### config.mk
export PLATFORM = sky130hd
export DESIGN_NAME = exu_excp_ctrl
export DESIGN_NICKNAME = d
export VERILOG_FILES = /design/src/rtl/excp_pkg.sv /design/src/rtl/excp_prio_enc.sv /design/src/rtl/exu_excp_ctrl.sv
export SDC_FILE = /design/constraint.sdc
export NUM_CORES = 1
export LEC_CHECK = 0
export ABC_CLOCK_PERIOD_IN_PS = 8890
export BUFFER_PORTS_ARGS = -buffer_cell sky130_fd_sc_hd__buf_2
export CORE_AREA = 8 8 153 119
export CTS_CLUSTER_DIAMETER = 80
export DETAILED_ROUTE_END_ITERATION = 8
export DIE_AREA = 0 0 161 127
export PLACE_DENSITY = 0.78
export SYNTH_ARGS = -nofsm -noshare
export SYNTH_HDL_FRONTEND = slang
export SYNTH_SLANG_ARGS = --single-unit
### constraint.sdc
create_clock -name clk -period 8.89 [get_ports clk]
set_clock_uncertainty 0.05 [all_clocks]
set_input_delay 0.889 -clock clk [delete_from_list [all_inputs] [get_ports clk]]
set_output_delay 0.889 -clock clk [all_outputs]
set_load 0.02 [all_outputs]
### src/rtl/excp_pkg.sv
// Shared types and constants for the EXU exception/trap controller.
// Flag bit i of the exception vector maps to EXCP_CAUSE[i]; a lower index means a higher priority.
package excp_pkg;

    localparam int CAUSE_W    = 5;
    localparam int MAX_SRC    = 8;
    localparam int IDX_W      = 3;
    localparam int EBREAK_IDX = 1;

    localparam logic [CAUSE_W-1:0] NO_CAUSE = 5'h1F;

    // Index 0 is the rightmost entry:
    // illegal, ebreak, ecall_m, ld_misalign, st_misalign, inst_misalign, ld_fault, st_fault.
    localparam logic [MAX_SRC-1:0][CAUSE_W-1:0] EXCP_CAUSE = {
        5'd7, 5'd5, 5'd0, 5'd6, 5'd4, 5'd11, 5'd3, 5'd2
    };

    typedef enum logic [1:0] {
        IDLE,
        FLUSH,
        COMMIT,
        HALT
    } state_e;

endpackage

### src/rtl/excp_prio_enc.sv
// Fixed-priority encoder for the exception flags. The lowest set index wins.
module excp_prio_enc
    import excp_pkg::*;
#(
    parameter int NSRC = 4
) (
    input  logic [NSRC-1:0]  flags_i,
    output logic             any_o,
    output logic [IDX_W-1:0] idx_o
);

    // NOTE: every output of a combinational block gets a default first, so no latch is inferred.
    always_comb begin
        any_o = |flags_i;
        idx_o = '0;
        for (int i = NSRC - 1; i >= 0; i--) begin
            if (flags_i[i]) idx_o = IDX_W'(i);
        end
    end

endmodule

### src/rtl/exu_excp_ctrl.sv
// Commit-stage trap controller. It accepts one faulting instruction, flushes the pipeline,
// then records mepc/mcause/mtval and pulses commit_trap. Optionally, ebreak halts with an end code.
module exu_excp_ctrl
    import excp_pkg::*;
#(
    parameter int XLEN           = 32,
    parameter int NSRC           = 4,
    parameter int HALT_ON_EBREAK = 1,
    parameter int CNT_W          = 16
) (
    input  logic             clk,
    input  logic             rst,
    input  logic             excp_i_valid,
    output logic             excp_i_ready,
    input  logic [NSRC-1:0]  excp_i_flags,
    input  logic [XLEN-1:0]  excp_i_pc,
    input  logic [XLEN-1:0]  excp_i_tval,
    input  logic [XLEN-1:0]  excp_i_a0,
    output logic             flush_req,
    input  logic             flush_ack,
    output logic             commit_trap,
    output logic [XLEN-1:0]  cmt_cause,
    output logic [XLEN-1:0]  cmt_epc,
    output logic [XLEN-1:0]  cmt_tval,
    output logic             halt,
    output logic [XLEN-1:0]  endcode,
    output logic [CNT_W-1:0] trap_cnt
);

    state_e             state_q;
    logic [NSRC-1:0]    flags_gated;
    logic               pick_any;
    logic [IDX_W-1:0]   pick_idx;
    logic               accept;

    logic [CAUSE_W-1:0] cause_lat_q;
    logic               ebreak_lat_q;
    logic [XLEN-1:0]    pc_lat_q;
    logic [XLEN-1:0]    tval_lat_q;
    logic [XLEN-1:0]    a0_lat_q;

    logic               commit_trap_q;
    logic [CAUSE_W-1:0] cmt_cause_q;
    logic [XLEN-1:0]    cmt_epc_q;
    logic [XLEN-1:0]    cmt_tval_q;
    logic               halt_q;
    logic [XLEN-1:0]    endcode_q;
    logic [CNT_W-1:0]   trap_cnt_q;

    // Flags are qualified by valid so that don't-care flags can never start a trap.
    assign flags_gated = excp_i_valid ? excp_i_flags : '0;

    excp_prio_enc #(.NSRC(NSRC)) u_prio_enc (
        .flags_i (flags_gated),
        .any_o   (pick_any),
        .idx_o   (pick_idx)
    );

    assign excp_i_ready = (state_q == IDLE);
    assign flush_req    = (state_q == FLUSH);
    assign accept       = excp_i_ready && pick_any;

    // NOTE: the capture registers are deliberately not reset. They are only read after a capture.
    always_ff @(posedge clk) begin
        if (accept) begin
            cause_lat_q  <= EXCP_CAUSE[pick_idx];
            ebreak_lat_q <= (pick_idx == IDX_W'(EBREAK_IDX));
            pc_lat_q     <= excp_i_pc;
            tval_lat_q   <= excp_i_tval;
            a0_lat_q     <= excp_i_a0;
        end
    end

    // NOTE: all state in a clocked block uses non-blocking assignments, so that every register sees pre-edge values.
    always_ff @(posedge clk) begin
        if (rst) begin
            state_q       <= IDLE;
            commit_trap_q <= 1'b0;
            cmt_cause_q   <= NO_CAUSE;
            cmt_epc_q     <= '0;
            cmt_tval_q    <= '0;
            halt_q        <= 1'b0;
            endcode_q     <= '0;
            trap_cnt_q    <= '0;
        end else begin
            commit_trap_q <= 1'b0;
            case (state_q)
                IDLE: begin
                    if (accept) state_q <= FLUSH;
                end
                FLUSH: begin
                    if (flush_ack) begin
                        commit_trap_q <= 1'b1;
                        cmt_cause_q   <= cause_lat_q;
                        cmt_epc_q     <= pc_lat_q;
                        cmt_tval_q    <= tval_lat_q;
                        if (trap_cnt_q != {CNT_W{1'b1}}) trap_cnt_q <= trap_cnt_q + CNT_W'(1);
                        if (ebreak_lat_q && (HALT_ON_EBREAK != 0)) begin
                            state_q   <= HALT;
                            halt_q    <= 1'b1;
                            endcode_q <= a0_lat_q;
                        end else begin
                            state_q <= COMMIT;
                        end
                    end
                end
                COMMIT:  state_q <= IDLE;
                HALT:    state_q <= HALT;
                default: state_q <= IDLE;
            endcase
        end
    end

    assign commit_trap = commit_trap_q;
    assign cmt_cause   = {{(XLEN - CAUSE_W){1'b0}}, cmt_cause_q};
    assign cmt_epc     = cmt_epc_q;
    assign cmt_tval    = cmt_tval_q;
    assign halt        = halt_q;
    assign endcode     = endcode_q;
    assign trap_cnt    = trap_cnt_q;

    a_flags_known: assert property (@(posedge clk) disable iff (rst) !$isunknown(flags_gated));

endmodule
==> metrics.txt <==
Post-Syn Instances 690; share of the synthesized area in the top cell type 0.394; clock-pin slew on the worst setup and hold paths 0.06 ns; final core utilization 0.612; Root Driver clkbuf_16; row cnt 40; Remaining DRCs 0; #FFs+latches synth 222; fillcell total 1275; Final Instance Area 0.00961 sq mm; share of post-route cells with drive strength above 1 0.289; initial cell density of the core 0.490; Setup CP Type flop to flop; ant diodes 0; final cell count without fillers 1128; hold path cells 2; Core ar. 0.0157 sq mm; Yosys cell types 36; CP Max Fanout 68; Tmin final 2.89 ns; Vias/cell 4.95; HPWL after DPL 12100 um; H-Tree Depth 1; FF/Latch Area 0.00546 sq mm; fmax 346 MHz; CTS resizes 0; Num CTS Buffers 22; Power Total 2.23 mW; die height 127 um; Max Cap Viol 0; final wirelength 18000 um; status completed; Hold-fix buffers, CTS 0; commonest non-fill, non-tap cell in the layout buf_2; hold_ws 0.399 ns; dpl cell area 0.00887 sq mm; die width 161 um; final hold vios 0; Slew headroom 0.177; WL per Instance 15.9 um; gr ovfl total 0; area grow syn2layout 24.9%; initial antenna violation count 2; global-route met2 utilization 0.305; DR vias 5581; grt met1 use 0.189; Crit path required time 8.95 ns; Total GRT Usage 0.168; RSZ-0062 raised after global routing false; Skew-Pair Late Insertion Delay 0.49 ns; CP Capture Type flop; min-delay worst type flop to flop; Leak Pwr 3.94 nW; port buffer count 224; most frequent cells in the layout buf_2 (223), nand2_1 (209), dfxtp_1 (121); largest cells by area after synthesis edfxtp_1 (39%), dfxtp_1 (31%), nand2_1 (10%), a21oi_1 (7.1%), buf_4 (2.6%); pin count of the biggest net entering global routing 76; Max VDD drop 0.000138 V; Seq/Total Area, Yosys 0.709; fin. max-slew vios 0; Post-CTS Repair Setup Buffers 0; post-route ant nets 0; worst-case reg-to-reg path depth 4; CTS Sinks 222; TritonRoute pass-1 iters 4; post-placement worst setup slack 5.54 ns; Avg Cell Area, Syn 11.2 sq um; vias in the first global route 5712; Setup violations, final 0; Final Cycle Share 0.325; Clock Tree Buf Depth 3; Yosys Warn Count 0; area occupied by multi-input gates 0.00196 sq mm; PwrDens 232 mW/mm^2; met3 Use GR 0.0459; final worst slack 6.00 ns; DR iter-0 viols 317; arrival time at the worst endpoint 2.95 ns; # IOs 252; global-route wire length before repair 28600 um; largest area contributor in the netlist edfxtp_1; CP startpoint kind flop; die area 0.0204 sq mm; RD Place Congestion 0.752; Least-Margin Pin Slew 1.23 ns; Final nets 1011; TNS Setup 0 ns; Placed Cells 1088; post-synthesis instance area 0.00769 sq mm; TritonCTS clock tree built; global route hottest layer met2
-- where the power goes --
| group | internal (mW) | switching [mW] | leakage [nW] | total (mW) |
|---|---|---|---|---|
| sequential | 1.13 | 0.0184 | 1.94 | 1.15 |
| combinational | 0.0438 | 0.104 | 1.63 | 0.148 |
| clock | 0.571 | 0.365 | 0.364 | 0.936 |
| total | 1.74 | 0.488 | 3.94 | 2.23 |
-- worst max-delay path: stages (launching register included) --
cell,delay [ns]
dfxtp_1,0.35
nor2_1,0.21
nand2_1,0.12
a21oi_4,0.89
buf_4,0.82
-- cell families after synthesis --
kind of cell | share of synthesized area
other | 0.000487
flip-flops | 0.709
AND/OR/NAND/NOR | 0.139
adder cells (fa/ha/maj) | 0.00813
buffers and inverters | 0.0501
AO/OA/AOI/OAI | 0.0933
-- Yosys cell counts --
library cell,instances
nand2_1,209
nand3_1,9
clkinv_1,1
nand3b_1,2
or3_1,4
o311ai_0,2
edfxtp_1,101
a211oi_1,2
o21ai_0,4
o21bai_1,1
clkbuf_1,33
nand2b_1,1
ha_1,5
or2_2,1
nor2_1,6
nor3_1,2
and3b_1,1
buf_2,2
inv_1,8
nand4_1,3
or4_1,8
nor2b_1,2
a21oi_1,109
o31a_1,1
a311oi_1,1
dfxtp_1,121
conb_1,1
o31ai_1,8
o21a_1,1
and4_1,4
buf_4,27
and3_1,1
and2_1,2
o41ai_1,2
o211a_1,1
buf_1,4
-- sequential cells by signal, summed over array words and instances, names as in the netlist --
signal        cells
cause_lat_q       4
ebreak_lat_q      1
state_q           2
commit_trap       1
trap_cnt         16
pc_lat_q         32
a0_lat_q         32
halt              1
cmt_cause_q       5
cmt_tval         32
tval_lat_q       32
cmt_epc          32
endcode          32
-- path summary, 6_finish.rpt --
check / from / slack, ns / to
max reg2reg: state_q[1] / 6.00 / a0_lat_q[23]
min reg2reg: cmt_tval[1] / 0.40 / cmt_tval[1]
max: state_q[1] / 6.00 / a0_lat_q[23]
min: cmt_tval[1] / 0.40 / cmt_tval[1]
-- final cells by class --
cell class | count | share of cell area
clock buffer | 30 | 0.0637
clock inverter | 10 | 0.0137
inverter | 9 | 0.00351
multi-input combinational | 419 | 0.204
sequential | 222 | 0.568
tap | 210 | 0.0273
timing repair buffer | 228 | 0.120
-- per-layer routing --
layer,vias up,wire (um)
li1,2741,-
met4,4,416
met1,2602,7300
met5,-,21
met2,196,9020
met3,38,1230
(Power assumes the default switching activity.)
